--- src/rtl/deint_sel_gen.sv ---
// deint_sel_gen: write-side sequencer and frame buffer for the ROWS x COLS
// block deinterleaver.
//
// Bits arrive serially on din under din_valid/din_ready. Each accepted bit
// is stored at its permuted slot p(k) = (k mod ROWS)*COLS + (k div ROWS).
// sel presents p(k)+1 to the slot-enable decoder in the same cycle, and is
// 0 when nothing is being written. When a full frame of N = ROWS*COLS bits
// has been stored, the buffer is read out in slot order 0..N-1 under
// dout_valid/dout_ready. Writes and reads never overlap.
//
// Ports:
//   clk        in   system clock, rising edge
//   rst        in   synchronous active-high reset
//   din        in   serial input bit
//   din_valid  in   din is valid this cycle
//   bypass     in   (DEINT_BYPASS_EN only) 1 = identity mapping p(k)=k
//   din_ready  out  block accepts din this cycle (WRITE state)
//   sel        out  slot select, slot+1 (1..N); 0 = no write
//   dout       out  deinterleaved output bit
//   dout_valid out  dout is valid (READ state)
//   dout_ready in   consumer accepts dout
//   frame_done out  one-cycle pulse after the last read handshake of a frame
//
// Optional feature: define DEINT_BYPASS_EN to add the bypass input.
// ROWS*COLS must be <= 15 so that slot+1 fits in the 4-bit sel.
module deint_sel_gen #(
  parameter int ROWS = 3,
  parameter int COLS = 4
) (
  input  logic       clk,
  input  logic       rst,
  input  logic       din,
  input  logic       din_valid,
`ifdef DEINT_BYPASS_EN
  input  logic       bypass,
`endif
  output logic       din_ready,
  output logic [3:0] sel,
  output logic       dout,
  output logic       dout_valid,
  input  logic       dout_ready,
  output logic       frame_done
);

  localparam int N  = ROWS * COLS;
  localparam int CW = (N > 1) ? $clog2(N) : 1;

  localparam logic [CW-1:0] COLS_W    = CW'(COLS);
  localparam logic [CW-1:0] ROWS_LAST = CW'(ROWS - 1);
  localparam logic [CW-1:0] N_LAST    = CW'(N - 1);

  localparam logic [0:0] S_WRITE = 1'b0;
  localparam logic [0:0] S_READ  = 1'b1;

  logic [0:0]    state;
  logic [CW-1:0] wcnt;
  logic [CW-1:0] wrow;   // wcnt mod ROWS, tracked incrementally
  logic [CW-1:0] wcol;   // wcnt div ROWS, tracked incrementally
  logic [CW-1:0] rcnt;
  logic [N-1:0]  buffer;

  logic [CW-1:0] perm_slot;
  logic [CW-1:0] wr_slot;
  logic          write_en;

  // Row/column counters avoid a divider: p(k) = row*COLS + col.
  always_comb begin
    perm_slot = wrow * COLS_W + wcol;
`ifdef DEINT_BYPASS_EN
    wr_slot = bypass ? wcnt : perm_slot;
`else
    wr_slot = perm_slot;
`endif
    write_en   = (state == S_WRITE) && din_valid;
    din_ready  = (state == S_WRITE);
    dout_valid = (state == S_READ);
    sel        = write_en ? (4'(wr_slot) + 4'd1) : 4'd0;
    dout       = buffer[rcnt];
  end

  always_ff @(posedge clk) begin
    if (rst) begin
      state      <= S_WRITE;
      wcnt       <= '0;
      wrow       <= '0;
      wcol       <= '0;
      rcnt       <= '0;
      buffer     <= '0;
      frame_done <= 1'b0;
    end else begin
      frame_done <= 1'b0;
      if (state == S_WRITE) begin
        if (din_valid) begin
          buffer[wr_slot] <= din;
          if (wcnt == N_LAST) begin
            wcnt  <= '0;
            wrow  <= '0;
            wcol  <= '0;
            state <= S_READ;
          end else begin
            wcnt <= wcnt + CW'(1);
            if (wrow == ROWS_LAST) begin
              wrow <= '0;
              wcol <= wcol + CW'(1);
            end else begin
              wrow <= wrow + CW'(1);
            end
          end
        end
      end else begin
        if (dout_ready) begin
          if (rcnt == N_LAST) begin
            rcnt       <= '0;
            state      <= S_WRITE;
            frame_done <= 1'b1;
          end else begin
            rcnt <= rcnt + CW'(1);
          end
        end
      end
    end
  end

endmodule

--- config.mk ---
export PLATFORM = sky130hd
export DESIGN_NAME = deint_sel_gen
export DESIGN_NICKNAME = d
export VERILOG_FILES = /design/src/rtl/deint_sel_gen.sv
export SDC_FILE = /design/constraint.sdc
export NUM_CORES = 1
export LEC_CHECK = 0
export ABC_AREA = 0
export CORE_ASPECT_RATIO = 2
export CORE_MARGIN = 10
export CORE_UTILIZATION = 40
export DETAILED_ROUTE_END_ITERATION = 8
export PLACE_DENSITY = 0.6
export SLEW_MARGIN = 20
export SYNTH_ARGS = -nofsm -noshare
export SYNTH_HDL_FRONTEND = slang
export SYNTH_SLANG_ARGS = --single-unit
--- constraint.sdc ---
create_clock -name clk -period 1.6 [get_ports clk]
set_input_delay 0.32 -clock clk [delete_from_list [all_inputs] [get_ports clk]]
set_output_delay 0.32 -clock clk [all_outputs]
set_load 0.005 [all_outputs]
# After elaboration in Yosys (flattened, before gate mapping)
# Index checks and enable logic that the tools add are counted.
[word_totals]
ff_bits = 30
out_inout_bits = 8
[op_classes]
n_addsub = 6
n_lt_le_gt_ge = 3
n_eq_ne = 3
muxes = 18
bitwise = 2
reduce_logical = 7
[op_table]
columns = ["op", "n"]
rows = [
  ["4-bit 2-to-1 mux", 7],
  ["4-bit by 1-bit adder with 4-bit output, second input constant", 5],
  ["12-bit bitwise mux", 1],
  ["4-bit by 5-bit < comparator with 1-bit output, second input constant", 2],
  ["4-bit == test, second input constant", 2],
  ["1-bit 2-to-1 mux", 8],
  ["4-bit adder", 1],
  ["1-bit binary-select mux with 4-bit select", 1],
  ["1-bit demux with 4-bit select", 1],
  ["4-bit by 2-bit == test with 1-bit output, second input constant", 1],
  ["4-bit by 1-bit greater-or-equal comparator with 1-bit output, second input constant", 1],
  ["2-bit AND reduction", 2],
  ["3-bit AND reduction", 1],
  ["3-bit OR reduction", 1],
  ["1-bit logical AND", 2],
  ["1-bit inverter", 2],
  ["2-bit nonzero test", 1],
]

# Logic depth before layout (Yosys ltp)
# Gate-level depths: netlist of run 1.
[depth]
depth_word = 6
depth_mapped = 6
ltp_nobuf = 6

# Worst setup path before layout of run 1
# OpenSTA, ideal clock, no wires.
[synth_path]
path_kind = "register -> output"
startpoint = "register rcnt[0]"
endpoint = "output dout"
arrival_ns = 1.365
path_slack_ns = -0.085
path_stages_with_launch = 5
cell_sequence = "dfxtp_1 -> clkbuf_1 -> mux4_2 -> o211ai_1 -> nand2_1"
[synth_via]
elab_chain_len = 2
[synth_rtl]
columns = ["element", "line", "source"]
rows = [
  ["start: declaration", "59", "logic [CW-1:0] rcnt;"],
  ["start signal: assignment", "117", "rcnt <= rcnt + CW'(1);"],
  ["1-bit binary-select mux with 4-bit select", "78", "dout = buffer[rcnt];"],
  ["1-bit 2-to-1 mux (implied by the code)", "78", ""],
  ["end: declaration", "39", "output logic dout,"],
]
# No other way between the ends. The select of a mux whose other input is x is not followed.

# Worst setup path in the final report of run 1
# Ends and elaborated chain as after synthesis.

==> run metrics, run 1 <==
outcome=finished with violations; violated checks=setup timing; vias in the first global route=1,497; sequential share of power=44.4%; Final min period=1.83 ns; Psw=0.385 mW; routability congestion estimate=0.802; Max VDD drop=795 µV; most frequent cells in the layout=28 x nor2_1, 23 x dfxtp_1, 23 x buf_4, 14 x mux2i_1, 10 x nand3_1; Netlist Area Pre-Place=1580 µm²; flops & latches, synth=30; Max Cap Viol=0; share of power burned in combinational logic=11.9%; # H-tree levels=2; sequential area share after synthesis=38.0%; GRT Util Overall=12.1%; CTS clk-pin slew, worst paths=0.06 ns; via count=1,386; setup TNS=-0.378 ns; maximum buffer depth of the clock tree=2; Slew headroom=73.9%; I/O Pins=13; YS warnings=0; final period utilization=115%; Filler cells=363; clk_lat worst skew=0.28 ns; GR Overflow Total=0; initial antenna violation count=0; total clock sinks=30; Port Buffer Count=12; Nets=224; Pleak=0.894 nW; Hold WC Path Type=reg -> reg; Die ar.=7020 µm²; slowest CP cell=mux4_2; Hold Slack=0.483 ns; CTS Hold Bufs=0; Crit Path Class=reg -> out; Syn Area/Cell=9.03 µm²; Power Internal=1.36 mW; drt drc=0; diode count=0; Final Max Tran Viols=0; Worst Path Max Fanout=3; Power Density=803 nW/µm²; final WL=3.91 mm; Worst Setup SP=rcnt[0]$_SDFFE_PP0P_; most common cell after layout, fill and taps aside=nor2_1; RSZ-0062 raised after global routing=yes; Inserted Clock Buffers=5; Pwr Total=1.74 mW; Tightest Pin Transition=0.391 ns; endpoints failing hold=0; Finished Layout Cells=261; antenna viol nets, final=0; syn_nets=189; share of post-route cells with drive strength above 1=30.5%; Die W=64.4 µm; Core Region=3840 µm²; Yosys cell types=31; Setup-failing EPs final=3; root buffer cell=clkbuf_8; fmax=545 MHz; 1st-iter DRT viols=46; Post-Syn Instances=175; Die H=109 µm; CP peak stage delay=0.50 ns; Most used DFF post-synth=dfxtp_1; first-pass GRT wire length=6.71 mm; Post-Route Skew=0.00599 ns; hold wc startpoint=wcnt[1]$_SDFFE_PP0P_; crit end category=primary output; DR vias/cell=5.31; setup slack after layout=-0.234 ns; crit start category=register; Placement Rows=32; worst r2r src=wrow[1]$_SDFFE_PP0P_; hpwl dp=2.94 mm; placed cells=252; synthesis-to-finish area growth=37.2%; CTS tree=built; critical path required time=1.28 ns; largest net degree at the start of global routing=20; initial core utilization=41.1%; worst-path cell chain=mux4_2, o211ai_1, nand2_1, buf_2; FFs w/ async S/R, synth=0%; WP data arrival=1.51 ns; sw frac=22.1%; Clk pwr share=43.8%; First-pass DRT Iterations=4; Avg WL per Cell=15.0 µm; Post-synth EDFFs=0
## final cells by class
cell class                      count  area, µm²  area share (%)
Inverter                            4       15.0           0.692
Sequential cell                    30        617            28.4
Tap cell                           51       63.8            2.94
Clock buffer                        6       82.6            3.81
Timing Repair Buffer               39        327            15.1
Clock inverter                      1       30.0            1.38
Multi-Input combinational cell    130       1030            47.7
## per-stage QoR
step / utilization (%) / instance area [µm²] / setup WS [ns]
2_1_floorplan: - / 1580 / 0.0290
3_3_place_gp: 49.9 / 1920 / -0.462
3_5_place_dp: 49.9 / 1920 / -0.487
4_1_cts: 55.9 / 2150 / -0.281
5_1_grt: 56.4 / 2170 / -0.284
6_report: 56.4 / 2170 / -0.234
## repair_timing
| item | in CTS | in global routing |
|---|---|---|
| buffers inserted | 4 | 1 |
| setup endpoints to repair | 16 | 23 |
| pin swaps | 11 | 8 |
| gates resized for setup | 46 | 12 |
## synthesized netlist by cell type (4+ instances only)
library cell / instances / area, µm²
a21oi_1: 9 / 45.0
clkbuf_1: 10 / 37.5
dfxtp_1: 30 / 601
ha_1: 9 / 113
inv_1: 4 / 15.0
mux2i_1: 14 / 140
nand2_1: 9 / 33.8
nand3_1: 10 / 50.1
nand4_1: 6 / 37.5
nand4b_1: 5 / 43.8
nor2_1: 29 / 109
xnor2_1: 4 / 35.0
xor2_1: 5 / 43.8
## logic make-up after synthesis
logic type                 share of synthesized area [%]
DFF                                                 38.0
AOI/OAI and AO/OA                                   6.89
xor gates and xnor gates                            6.41
and+or+nand+nor                                     26.0
buffers and inverters                               3.80
muxes                                               11.7
adders and majority gates                           7.13
## worst paths after layout
kind,end,slack [ns],cells past startpoint
hold / removal,wcnt[1]$_SDFFE_PP0P_,0.48,2
setup reg to reg,buffer[9]$_SDFFE_PP0P_,-0.02,5
hold reg to reg,wcnt[1]$_SDFFE_PP0P_,0.48,2
setup / recovery,dout,-0.23,4
## layer usage
layer  vias up  share of wire, %  global-route usage (%)
met5         -                 0                       0
met4         0               4.6                    7.85
met3        11               2.3                    2.47
met2        27                59                    23.9
met1       663                34                    10.3
li1        685                 -                       -
## power by group through the flow
stage / combinational (mW) / sequential [mW] / clock [mW]
2_1_floorplan: 0.104 / 0.789 / 0
3_3_place_gp: 0.176 / 0.788 / 0
6_report: 0.207 / 0.773 / 0.762
5_1_grt: 0.227 / 0.774 / 0.807
3_5_place_dp: 0.180 / 0.789 / 0
4_1_cts: 0.201 / 0.772 / 0.786
## critical path, delay by kind of cell, from the launching register on
| family | cells | cell delay (ns) |
|---|---|---|
| compound gates | 1 | 0.17 |
| flops | 1 | 0.37 |
| simple gates | 1 | 0.08 |
| buf+inv | 1 | 0.13 |
| mux | 1 | 0.50 |
## flip-flops by register name, summed over array words and instances (netlist names)
| signal | flops |
|---|---|
| rcnt | 4 |
| frame_done | 1 |
| wrow | 4 |
| wcol | 4 |
| dout_valid | 1 |
| buffer | 12 |
| wcnt | 4 |
Note: power is estimated with default switching activity, not from simulation.
==> inputs of run 2 (changes only) <==
- SETUP_SLACK_MARGIN: unset -> 0.5
==> run 2 against run 1 <==
Compared with the run above:
- clock power fell by 19%
- die area did not move
- combinational power rose by 37%
- cell area rose by 16%
- sequential share of layout area fell by 3.6 points
- the flow still finishes with violations (setup timing)
- via count rose by 10%
- critical path type unchanged
- worst hold slack improved by 0.010 ns
- total power fell by 4.0%
==> run metrics, run 2 (synthesis results as in run 1) <==
outcome=finished with violations; violated checks=setup timing; RR Endpoint=buffer[11]$_SDFFE_PP0P_; final core area utilization=65.4% (+9.0 points); CTS tree=built; GRT Util Overall=13.1% (+0.99 points); Nets=248 (+11%); via count=1,528 (+10%); RSZ-0062 raised after global routing=yes; Final min period=1.83 ns (-0.000745 ns); Crit Path Class=reg -> out; DR vias/cell=5.34 (+0.61%); share of post-route cells with drive strength above 1=49.4% (+19 points); most common cell after layout, fill and taps aside=buf_4; Worst Hold Depth=2 (unchanged); final period utilization=115% (about the same); vias in the first global route=1,568 (+4.7%); first-pass GRT wire length=7.33 mm (+9.3%); Post-Route Skew=0.00258 ns (-0.00342 ns); maximum buffer depth of the clock tree=2 (unchanged); worst r2r src=wrow[1]$_SDFFE_PP0P_; final WL=4.55 mm (+16%); I/O Pins=13 (unchanged); First-pass DRT Iterations=4 (unchanged); largest net degree at the start of global routing=18 (-10%); WP data arrival=1.51 ns (about the same); Worst Path Max Fanout=3 (unchanged); 1st-iter DRT viols=74 (+61%); Final Max Tran Viols=0 (unchanged); Max Cap Viol=0 (unchanged); Pwr Total=1.67 mW (-4.0%); Die H=109 µm (unchanged); Tightest Pin Transition=0.402 ns (+0.0108 ns); clk_lat worst skew=0.27 ns (about the same); CTS clk-pin slew, worst paths=0.06 ns (about the same); diode count=0 (unchanged); Hold WC Path Type=reg -> reg; routability congestion estimate=0.829 (+3.4%); Setup-failing EPs final=4 (+1); Core Region=3840 µm² (unchanged); total clock sinks=30 (unchanged); CTS Hold Bufs=0 (unchanged); endpoints failing hold=0 (unchanged); Die ar.=7020 µm² (unchanged); most frequent cells in the layout=35 x buf_4, 26 x nor2_1, 20 x dfxtp_1, 16 x buf_6, 14 x mux2i_1; max reg flops=12 (unchanged); fmax=546 MHz (about the same); Placement Rows=32 (unchanged); Worst Reg2Reg Path Length in Cells=5 (unchanged); hold path endpoint=buffer[10]$_SDFFE_PP0P_; most flop-heavy register=buffer; Pleak=1.04 nW (+16%); Avg WL per Cell=15.9 µm (+6.1%); Power Density=665 nW/µm² (-17%); # H-tree levels=2 (unchanged); initial antenna violation count=0 (unchanged); crit start category=register; root buffer cell=clkbuf_8; synthesis-to-finish area growth=59.1%; Max VDD drop=731 µV (-8.0%); GR Overflow Total=0 (unchanged); critical path required time=1.28 ns (about the same); hold wc startpoint=buffer[10]$_SDFFE_PP0P_; hpwl dp=2.99 mm (+1.7%); Die W=64.4 µm (unchanged); R2R Setup Slk=-0.03 ns (about the same); Slew headroom=73.1% (-0.73 points); setup slack after layout=-0.233 ns (+0.000745 ns); crit end category=primary output; drt drc=0 (unchanged); Port Buffer Count=12 (unchanged); antenna viol nets, final=0 (unchanged); Inserted Clock Buffers=5 (unchanged); initial core utilization=41.1% (unchanged)
[run 2: through the flow]
| step | instances | cell area, µm² | hold WS [ns] | setup TNS, ns | setup slack [ns] |
|---|---|---|---|---|---|
| after detailed placement | 250 | 1980 | 0.469 | -6.06 | -0.502 |
| after CTS | 275 | 2360 | 0.506 | -0.470 | -0.267 |
| after global placement | 250 | 1980 | 0.459 | -5.56 | -0.500 |
| final | 286 | 2510 | 0.493 | -0.425 | -0.233 |
| after floorplan | 175 | 1710 | 0.447 | 0 | 0.0414 |
| after global routing | 286 | 2510 | 0.526 | -1.06 | -0.321 |
[run 2: final cells by class]
class	instances	area [µm²]
clock buffers	7	86.3
clock inverters	1	5.00
fillers	313	1330
inverters	4	25.0
multi-input cells	130	1150
flip-flops and latches	30	626
well taps	51	63.8
repair buffers	63	563
[run 2: worst max-delay path by stage]
stage / slack (ns) / from / depth (start not counted) / end
6_report: -0.23 / rcnt[0]$_SDFFE_PP0P_ / 4 / dout
5_1_grt: -0.32 / rcnt[0]$_SDFFE_PP0P_ / 4 / dout
4_1_cts: -0.27 / rcnt[0]$_SDFFE_PP0P_ / 4 / dout
3_5_place_dp: -0.50 / din_valid / 4 / sel[1]
3_3_place_gp: -0.50 / din_valid / 4 / sel[1]
2_1_floorplan: 0.04 / rcnt[0]$_SDFFE_PP0P_ / 4 / dout
[run 2: report_power, final]
group | total [mW] | switching, mW | internal, mW
sequential | 0.774 | 0.0151 | 0.759
combinational | 0.284 | 0.137 | 0.147
clock | 0.615 | 0.269 | 0.346
[run 2: worst max-delay path, cell delays in order, from the launching register on]
cell	delay [ns]
dfxtp_4	0.37
mux4_2	0.51
o211ai_1	0.17
nand2_1	0.08
buf_2	0.12
[run 2: routing by layer]
layer  GRT usage [%]  routed length, µm  vias up
met5               0                  0        -
met4            7.85                170        0
met3            3.19                100       15
met2            25.4               2720       26
met1            11.5               1560      748
li1                -                  -      739
[run 2: timing repair]
item / in CTS / in global routing
gates resized for setup: 79 / 17
pin swaps: 13 / 10
setup endpoints to repair: 35 / 36
gates cloned: 1 / 0
buffers inserted: 16 / 11
